File: config.mk
export PLATFORM = sky130hd
export DESIGN_NAME = pipe_stat_ctrl_flat
export DESIGN_NICKNAME = d
export VERILOG_FILES = /design/src/rtl/pipe_stat_ctrl_if.sv /design/src/rtl/pipe_stat_ctrl.sv /design/src/flat_wrapper.sv
export SDC_FILE = /design/constraint.sdc
export NUM_CORES = 1
export LEC_CHECK = 0
export ABC_AREA = 0
export CAP_MARGIN = 20
export CORE_MARGIN = 5
export CORE_UTILIZATION = 35
export CTS_CLUSTER_DIAMETER = 150
export DETAILED_ROUTE_END_ITERATION = 16
export HOLD_SLACK_MARGIN = 0.1
export PLACE_DENSITY = 0.63
export SLEW_MARGIN = 5
export SYNTH_ARGS = -nofsm -noshare
export SYNTH_HDL_FRONTEND = slang
export SYNTH_SLANG_ARGS = --single-unit
File: constraint.sdc
create_clock -name clk -period 4.9 [get_ports clk]
set_clock_uncertainty 0.1 [all_clocks]
set_input_delay 1.47 -clock clk [delete_from_list [all_inputs] [get_ports clk]]
set_output_delay 1.47 -clock clk [all_outputs]
set_load 0.02 [all_outputs]
File: src/rtl/pipe_stat_ctrl_if.sv
// Status/command bundle between the pipeline stages and the stall/bubble controller.
// master = controller side, slave = datapath side.
interface pipe_stat_ctrl_if #(
    parameter int NSTAGE = 5,
    parameter int CNT_W  = 32
);
    localparam int SW = $clog2(NSTAGE);

    logic [NSTAGE-1:0]   busy;
    logic [NSTAGE-1:0]   flush_req;
    logic [NSTAGE-1:0]   hazard;
    logic                serialize_in;
    logic                cnt_clr;
    logic [2*NSTAGE-1:0] stat;
    logic                redirect;
    logic [SW-1:0]       redirect_src;
    logic                redirect_pending;
    logic                ser_active;
    logic [CNT_W-1:0]    stall_cnt;
    logic [CNT_W-1:0]    flush_cnt;

    modport master (
        input  busy, flush_req, hazard, serialize_in, cnt_clr,
        output stat, redirect, redirect_src, redirect_pending, ser_active,
               stall_cnt, flush_cnt
    );

    modport slave (
        output busy, flush_req, hazard, serialize_in, cnt_clr,
        input  stat, redirect, redirect_src, redirect_pending, ser_active,
               stall_cnt, flush_cnt
    );
endinterface

File: src/rtl/pipe_stat_ctrl.sv
// Per-stage NORMAL/STALL/BUBBLE controller with deferred redirect, serialising
// drain and saturating stall/flush counters.
module pipe_stat_ctrl #(
    parameter int NSTAGE    = 5,
    parameter int SER_DRAIN = 3,
    parameter int CNT_W     = 32
) (
    input  logic             clk,
    input  logic             resetn,
    pipe_stat_ctrl_if.master bus
);
    localparam int SW = $clog2(NSTAGE);
    localparam logic [1:0] CMD_NORMAL = 2'b00;
    localparam logic [1:0] CMD_STALL  = 2'b01;
    localparam logic [1:0] CMD_BUBBLE = 2'b10;

    typedef enum logic {IDLE, WAIT_FETCH} state_t;

    state_t              state_q, state_d;
    logic [3:0]          ser_q, ser_d;
    logic [SW-1:0]       src_q, src_d;
    logic [CNT_W-1:0]    stall_q, stall_d;
    logic [CNT_W-1:0]    flush_q, flush_d;
    logic [2*NSTAGE-1:0] stat;
    logic                redirect;
    logic                accept;

    logic                b_vld, f_vld, h_vld;
    logic [SW-1:0]       b_idx, f_idx, h_idx;
    logic                unused_hazard_ends;

    assign unused_hazard_ends = bus.hazard[0] ^ bus.hazard[NSTAGE-1];

    function automatic logic [CNT_W-1:0] sat_inc(input logic [CNT_W-1:0] v);
        return (&v) ? v : v + CNT_W'(1);
    endfunction

    // Ascending scans so the oldest (highest-index) requester wins.
    always_comb begin
        b_vld = 1'b0; b_idx = '0;
        f_vld = 1'b0; f_idx = '0;
        h_vld = 1'b0; h_idx = '0;
        for (int k = 1; k < NSTAGE; k++)
            if (bus.busy[k]) begin b_vld = 1'b1; b_idx = SW'(k); end
        for (int k = 0; k < NSTAGE; k++)
            if (bus.flush_req[k]) begin f_vld = 1'b1; f_idx = SW'(k); end
        for (int k = 1; k < NSTAGE - 1; k++)
            if (bus.hazard[k]) begin h_vld = 1'b1; h_idx = SW'(k); end
    end

    always_comb begin
        stat     = '0;
        redirect = 1'b0;
        accept   = 1'b0;
        state_d  = state_q;
        ser_d    = ser_q;
        src_d    = src_q;
        if (!resetn) begin
            stat = '0;
        end else if (b_vld) begin
            for (int k = 0; k < NSTAGE; k++)
                if (k <= int'(b_idx))          stat[2*k +: 2] = CMD_STALL;
                else if (k == int'(b_idx) + 1) stat[2*k +: 2] = CMD_BUBBLE;
        end else if (state_q == WAIT_FETCH) begin
            for (int k = 1; k < NSTAGE; k++) stat[2*k +: 2] = CMD_BUBBLE;
            if (bus.busy[0]) begin
                stat[1:0] = CMD_STALL;
            end else begin
                redirect = 1'b1;
                state_d  = IDLE;
                ser_d    = '0;
            end
        end else if (f_vld) begin
            accept = 1'b1;
            src_d  = f_idx;
            ser_d  = '0;
            for (int k = 1; k < NSTAGE; k++)
                if (k <= int'(f_idx)) stat[2*k +: 2] = CMD_BUBBLE;
            if (bus.busy[0]) begin
                stat[1:0] = CMD_STALL;
                state_d   = WAIT_FETCH;
            end else begin
                redirect = 1'b1;
            end
        end else if (h_vld) begin
            for (int k = 0; k < NSTAGE; k++)
                if (k <= int'(h_idx))          stat[2*k +: 2] = CMD_STALL;
                else if (k == int'(h_idx) + 1) stat[2*k +: 2] = CMD_BUBBLE;
        end else if (bus.busy[0]) begin
            stat[1:0] = CMD_STALL;
            stat[3:2] = CMD_BUBBLE;
        end else if (ser_q != 4'd0 || bus.serialize_in) begin
            stat[1:0] = CMD_STALL;
            stat[3:2] = CMD_BUBBLE;
            // Reaching here with an empty counter implies serialize_in is set.
            if (ser_q == 4'd0) ser_d = 4'(SER_DRAIN);
            else               ser_d = ser_q - 4'd1;
        end
    end

    always_comb begin
        stall_d = stall_q;
        flush_d = flush_q;
        if (bus.cnt_clr) begin
            stall_d = '0;
            flush_d = '0;
        end else begin
            if (stat[1:0] != CMD_NORMAL) stall_d = sat_inc(stall_q);
            if (accept)                  flush_d = sat_inc(flush_q);
        end
    end

    always_ff @(posedge clk) begin
        if (!resetn) begin
            state_q <= IDLE;
            ser_q   <= '0;
            src_q   <= '0;
            stall_q <= '0;
            flush_q <= '0;
        end else begin
            state_q <= state_d;
            ser_q   <= ser_d;
            src_q   <= src_d;
            stall_q <= stall_d;
            flush_q <= flush_d;
        end
    end

    assign bus.stat             = stat;
    assign bus.redirect         = redirect;
    assign bus.redirect_src     = src_q;
    assign bus.redirect_pending = (state_q == WAIT_FETCH);
    assign bus.ser_active       = (ser_q != 4'd0);
    assign bus.stall_cnt        = stall_q;
    assign bus.flush_cnt        = flush_q;
endmodule

File: src/flat_wrapper.sv
// flat-port wrapper written by rule: the top's interface ports become plain ports
module pipe_stat_ctrl_flat 
#(
    parameter int NSTAGE    = 5,
    parameter int SER_DRAIN = 3,
    parameter int CNT_W     = 32
)
  (clk, resetn, bus_busy, bus_flush_req, bus_hazard, bus_serialize_in, bus_cnt_clr, bus_stat, bus_redirect, bus_redirect_src, bus_redirect_pending, bus_ser_active, bus_stall_cnt, bus_flush_cnt);
  pipe_stat_ctrl_if #(.NSTAGE(NSTAGE), .CNT_W(CNT_W)) bus_i ();
  input  logic clk;
  input  logic resetn;
  input wire logic [$bits(bus_i.busy)-1:0] bus_busy;
  input wire logic [$bits(bus_i.flush_req)-1:0] bus_flush_req;
  input wire logic [$bits(bus_i.hazard)-1:0] bus_hazard;
  input wire logic [$bits(bus_i.serialize_in)-1:0] bus_serialize_in;
  input wire logic [$bits(bus_i.cnt_clr)-1:0] bus_cnt_clr;
  output wire logic [$bits(bus_i.stat)-1:0] bus_stat;
  output wire logic [$bits(bus_i.redirect)-1:0] bus_redirect;
  output wire logic [$bits(bus_i.redirect_src)-1:0] bus_redirect_src;
  output wire logic [$bits(bus_i.redirect_pending)-1:0] bus_redirect_pending;
  output wire logic [$bits(bus_i.ser_active)-1:0] bus_ser_active;
  output wire logic [$bits(bus_i.stall_cnt)-1:0] bus_stall_cnt;
  output wire logic [$bits(bus_i.flush_cnt)-1:0] bus_flush_cnt;
  assign bus_i.busy = bus_busy;
  assign bus_i.flush_req = bus_flush_req;
  assign bus_i.hazard = bus_hazard;
  assign bus_i.serialize_in = bus_serialize_in;
  assign bus_i.cnt_clr = bus_cnt_clr;
  assign bus_stat = bus_i.stat;
  assign bus_redirect = bus_i.redirect;
  assign bus_redirect_src = bus_i.redirect_src;
  assign bus_redirect_pending = bus_i.redirect_pending;
  assign bus_ser_active = bus_i.ser_active;
  assign bus_stall_cnt = bus_i.stall_cnt;
  assign bus_flush_cnt = bus_i.flush_cnt;
  pipe_stat_ctrl #(.NSTAGE(NSTAGE), .SER_DRAIN(SER_DRAIN), .CNT_W(CNT_W)) u_core (.clk(clk), .resetn(resetn), .bus(bus_i));
endmodule
==> key figures, run 1 <==
Yosys
  • Avg Inst Size Synth: 7.828 um2
  • Register area share after synthesis: 0.3527
  • Yosys reg bits: 72
  • Synth area leaders: dfxtp_1 (35%), a21oi_1 (7.1%), or4_1 (6.8%), o31ai_1 (4.6%), nand4_1 (4.1%)
  • Synth cell count leaders: dfxtp_1 (72), a21oi_1 (58), nand2_1 (44), or4_1 (37), nand3_1 (28)
  • Area leader, netlist: dfxtp_1
  • Count leader, synth: dfxtp_1
  • Syn nets: 545
  • Post-synthesis cell area: 4086 um2
  • Post-synth EDFFs: 0
  • Top-area cell type share of the netlist area: 0.3527
  • Main flop type after synthesis: dfxtp_1
  • Warnings from Yosys: 0
  • Yosys cell types: 54
  • Post-synthesis async set-or-reset flop share: 0
  • Mapped Cells: 522

Final layout
  • Post-layout util: 0.5005
  • Syn-to-layout area delta: 39.87%
  • Fraction of layout cells with a size suffix above 1: 0.1281
  • Final nets: 666
  • Diode count: 0
  • Final Instance Area: 5715 um2

Floorplan
  • Starting Density: 0.3579
  • Core area: 11,420 um2
  • Site Rows: 39
  • # IOs: 99
  • Die X: 118.1 um
  • Die H: 118.1 um
  • Die ar.: 13,940 um2

Power and ir drop
  • Power Total: 1.335 mW
  • Leak: 1.822 nW
  • Flop pwr share: 0.441
  • Gate power share: 0.069
  • PD cells: 233.5 nW/um2
  • Switch Pwr: 0.3095 mW
  • Int Pwr: 1.025 mW
  • Clk pwr share: 0.490
  • Maximum VDD drop: 0.2094 mV
  • Sw Ratio: 0.2319

Critical path
  • WS Path Type: primary input to primary output
  • CP max FO: 4
  • Worst Setup Start Kind: primary input
  • Crit. End Element: primary output
  • CP Capture Point: bus_stat[5]
  • R2R Setup Slk: 2.20 ns
  • RR Endpoint: u_core.bus.flush_cnt[29]
  • CP arrival: 3.25 ns
  • RR Startpoint: u_core.bus.flush_cnt[9]
  • Reg2reg path depth: 5
  • Worst Setup SP: bus_busy[2]
  • CP required: 3.33 ns

CTS
  • CTS H-Tree Depth: 3
  • Total setup buffers inserted after CTS: 0
  • Clk_lat worst skew: 0.32 ns
  • CTS clk-pin slew, worst paths: 0.06 ns
  • Clock sinks: 72
  • CTS tree: yes
  • CTS Hold Bufs: 0
  • Cell chosen for the clock root: clkbuf_16
  • Inserted Clock Buffers: 9
  • Deepest clock path buffer count: 2

GRT
  • GRT overflow: 0
  • Largest net degree at the start of global routing: 38
  • Number of global-route vias before repair: 4,268
  • Initial antenna violation count: 0
  • Total Routing Usage GR: 0.1724
  • First-pass GRT wire length: 20,800 um

Detailed routing
  • Drt initial violations: 232
  • Number of remaining DRC errors: 0
  • Detail Route Antenna Nets: 0
  • Final WL: 12,260 um
  • 1st-pass router iterations: 5
  • WL/cell: 15.50 um
  • Vias per std cell: 5.767
  • Via count: 4,562

STA
  • Crit share post-route: 0.9845
  • RSZ-0062 raised after global routing: no
  • Endpoints failing hold: 0
  • Setup TNS: 0 ns
  • Setup violators final: 0
  • Max Freq: 0.2073 GHz
  • Final min period: 4.824 ns
  • Worst slew pin tran: 0.9913 ns
  • Worst slew margin: 0.3392
  • Slew Viols, Final: 0

Place
  • Hpwl dp: 8884 um
  • Port bufs: 95
  • Placer Congestion: 0.8608
  • Placed inst area: 5416 um2

Job
  • Maxcap violations: 0

Status
  • Outcome: finished clean

Min path
  • Type of the most critical hold path: flip-flop to flip-flop
==> state kept, by name (all words and copies together), names as in the netlist <==
name                         cells
u_core.ser_q                     4
u_core.bus.flush_cnt            32
u_core.bus.redirect_pending      1
u_core.bus.stall_cnt            32
u_core.bus.redirect_src          3
==> power groups by stage <==
stage               Sequential (mW)  Combinational, mW  Clock (mW)
floorplan                     0.603             0.0363           0
global placement              0.602             0.0928           0
detailed placement            0.602             0.0934           0
CTS                           0.589             0.0921       0.673
global route                  0.589             0.0997       0.699
finish                        0.589             0.0924       0.654
==> timing repair <==
| action | CTS | global route |
|---|---|---|
| setup endpoints to repair | 8 | 6 |
| pin swaps | 3 | 1 |
| gates resized for setup | 27 | 11 |
| cloned | 0 | 0 |
==> cell usage in the layout, fill, tap and decap left out, drive strengths merged, types with 4 or more instances in the layout <==
master,instances
a21oi,58
and2,8
and3,10
and4,9
buf,44
clkbuf,13
clkdlybuf4s50,83
dfxtp,72
dlygate4sd2,5
ha,4
inv,10
mux2i,7
nand2,44
nand2b,4
nand3,28
nand4,27
nor2,26
nor3,14
nor4,9
o211ai,10
o21ai,28
o31ai,25
or2,9
or3,24
or4,38
==> through the flow <==
step | hold WS, ns | instances | worst slack, ns
after floorplan | 0.3450 | 522 | 0.3606
after global placement | 0.3595 | 775 | -0.5207
after CTS | 0.3813 | 791 | 0.001283
final | 0.3761 | 791 | 0.07571
after global routing | 0.4120 | 791 | 0.01173
after detailed placement | 0.3724 | 775 | -0.5565
==> kinds of logic (layout without fill, tap and decap cells) <==
group / count (synthesis) / after routing / share of synthesized area
other: 1 / 1 / 0.0009177
AO/OA/AOI/OAI: 139 / 139 / 0.2079
AND/OR/NAND/NOR: 259 / 259 / 0.3644
multiplexers: 7 / 7 / 0.01715
flip-flops: 72 / 72 / 0.3527
XOR/XNOR: 4 / 4 / 0.008575
buffers and inverters: 36 / 162 / 0.03613
adder cells (fa/ha/maj): 4 / 4 / 0.01225
==> worst max-delay path, stage by stage <==
cell and delay, ns:
clkdlybuf4s50_1 0.41, or4_4 0.46, or3_4 0.37, nand2b_4 0.16
a31oi_2 0.14, nor3_1 0.07, buf_2 0.16
==> metal layers <==
metal,wire (um),up-vias,track usage
li1,-,2272,-
met3,594,12,0.03220
met5,0,-,0
met4,168,0,0.04588
met2,5961,113,0.2917
met1,5537,2165,0.2246
==> area by class of cell <==
| type | instances | area [um2] |
|---|---|---|
| sequential | 72 | 1441 |
| inverter | 10 | 37.54 |
| timing repair buffer | 136 | 1225 |
| multi-input combinational | 414 | 2536 |
| fill | 1105 | 5703 |
| tap | 143 | 178.9 |
| clock buffer | 10 | 229.0 |
| clock inverter | 6 | 67.56 |
==> worst min-delay path by stage <==
stage | endpoint | startpoint | cells past startpoint
finish | u_core.ser_q[1] | u_core.ser_q[1] | 2
global route | u_core.ser_q[1] | u_core.ser_q[1] | 2
CTS | u_core.ser_q[1] | u_core.ser_q[1] | 2
detailed placement | u_core.ser_q[1] | u_core.ser_q[1] | 2
global placement | u_core.ser_q[1] | u_core.ser_q[1] | 2
floorplan | u_core.ser_q[1] | u_core.ser_q[1] | 2
Note: power is estimated with default switching activity, not from simulation.
==> run 2, diff against run 1 <==
Settings changed: RECOVER_POWER set to 100.
==> run 2 against run 1 <==
Compared with the run above:
- worst hold slack hardly changed
- maximum frequency about the same
- clock power about the same
==> key figures, run 2 (synthesis results as in run 1) <==
Detailed routing
  • WL/cell: 15.45 um
  • Drt initial violations: 249
  • Via count: 4,538
  • Number of remaining DRC errors: 0
  • Final WL: 12,220 um
  • 1st-pass router iterations: 5
  • Detail Route Antenna Nets: 0
  • Vias per std cell: 5.737

Place
  • Port bufs: 95
  • Placer Congestion: 0.8608
  • Hpwl dp: 8884 um
  • Placed inst area: 5416 um2

Min path
  • Type of the most critical hold path: flip-flop to flip-flop
  • Worst hold path startpoint: u_core.ser_q[1]

CTS
  • CTS tree: yes
  • Clk_lat worst skew: 0.33 ns
  • Deepest clock path buffer count: 2
  • Total setup buffers inserted after CTS: 0
  • Clock sinks: 72
  • CTS clk-pin slew, worst paths: 0.06 ns
  • CTS H-Tree Depth: 3
  • Inserted Clock Buffers: 9
  • Cell chosen for the clock root: clkbuf_16

Floorplan
  • # IOs: 99
  • Core area: 11,420 um2
  • Die ar.: 13,940 um2
  • Die H: 118.1 um
  • Starting Density: 0.3579
  • Die X: 118.1 um
  • Site Rows: 39

STA
  • Setup violators final: 0
  • RSZ-0062 raised after global routing: no
  • Endpoints failing hold: 0
  • Worst slew margin: 0.2177
  • Setup TNS: 0 ns
  • Slew Viols, Final: 0
  • Final min period: 4.822 ns
  • Crit share post-route: 0.9842
  • Max Freq: 0.2074 GHz
  • Worst slew pin tran: 1.173 ns

Critical path
  • Worst Setup SP: bus_busy[2]
  • CP max FO: 4
  • CP required: 3.33 ns
  • Crit. End Element: primary output
  • CP arrival: 3.25 ns
  • WS Path Type: primary input to primary output
  • RR Startpoint: u_core.bus.flush_cnt[9]
  • Worst Setup Start Kind: primary input

Final layout
  • Most common cell after layout, fill and taps aside: dfxtp_1
  • Commonest non-fill, non-tap cells in the layout: dfxtp_1 (72), dlygate4sd3_1 (71), a21oi_1 (58), nand2_1 (44), or4_1 (37)
  • Fraction of layout cells with a size suffix above 1: 0.1157
  • Diode count: 0
  • Final nets: 666
  • Syn-to-layout area delta: 38.92%
  • Final Instance Area: 5677 um2

GRT
  • Number of global-route vias before repair: 4,268
  • GRT overflow: 0
  • Initial antenna violation count: 0
  • Total Routing Usage GR: 0.1724
  • Largest net degree at the start of global routing: 38
  • First-pass GRT wire length: 20,800 um

Job
  • Maxcap violations: 0

Power and ir drop
  • Sw Ratio: 0.2335
  • Maximum VDD drop: 0.2103 mV
  • PD cells: 235.0 nW/um2
  • Gate power share: 0.067
  • Int Pwr: 1.023 mW
  • Switch Pwr: 0.3115 mW
  • Clk pwr share: 0.492
  • Leak: 2.033 nW
  • Flop pwr share: 0.441

Status
  • Outcome: finished clean
run 2: changes by cell type in the layout (fill, tap and decap cells not counted), moves of 2 or more:
cell             before  now
clkbuf_4              0    3
buf_4                41   33
dlygate4sd3_1         0   71
clkdlybuf4s50_1      83   12
clkbuf_1              1    7
and2_0                0    2
and2_1                8    6
run 2: cell type report:
type	instances	area (um2)
repair buffers	136	1197
clock buffers	10	229.0
multi-input cells	414	2525
inverters	10	37.54
fillers	1114	5742
clock inverters	6	67.56
well taps	143	178.9
flip-flops and latches	72	1441
run 2: power by group through the flow:
stage	sequential (mW)	clock, mW	combinational, mW
2_1_floorplan	0.603	0	0.0363
3_3_place_gp	0.602	0	0.0928
3_5_place_dp	0.602	0	0.0934
4_1_cts	0.589	0.673	0.0921
5_1_grt	0.589	0.699	0.0967
6_report	0.589	0.656	0.0890
run 2: worst max-delay path, cell delays in order:
cell,delay [ns]
clkdlybuf4s50_1,0.41
or4_4,0.46
or3_4,0.37
nand2b_4,0.16
nor3_2,0.15
nor4_1,0.06
buf_2,0.16
run 2: through the flow:
stage               instances  setup slack, ns  power, mW  hold WS [ns]    util
finish                    791          0.07763      1.334        0.3764  0.4972
global placement          775          -0.5207     0.6945        0.3595  0.4744
floorplan                 522           0.3606     0.6392        0.3450       -
CTS                       791         0.001283      1.354        0.3813  0.5001
global route              791          0.01315      1.384        0.4120  0.4972
detailed placement        775          -0.5565     0.6951        0.3724  0.4744
run 2: what timing repair did:
action,in CTS,in global routing
gates resized for setup,27,11
pin swaps,3,1
hold buffers,0,0
endpoints found under the setup margin,8,6
run 2: path summary, 6_finish.rpt:
path	end	slack [ns]	cells past startpoint
worst min-delay path	u_core.ser_q[1]	0.38	2
worst min register to register	u_core.ser_q[1]	0.38	2
worst max register to register	u_core.bus.flush_cnt[29]	2.05	5
worst max-delay path	bus_stat[3]	0.08	7
run 2: layer usage:
layer | GRT usage | wire, um
met4 | 0.04588 | 169
met1 | 0.2246 | 5510
met2 | 0.2917 | 5942
met5 | 0 | 0
met3 | 0.03220 | 594
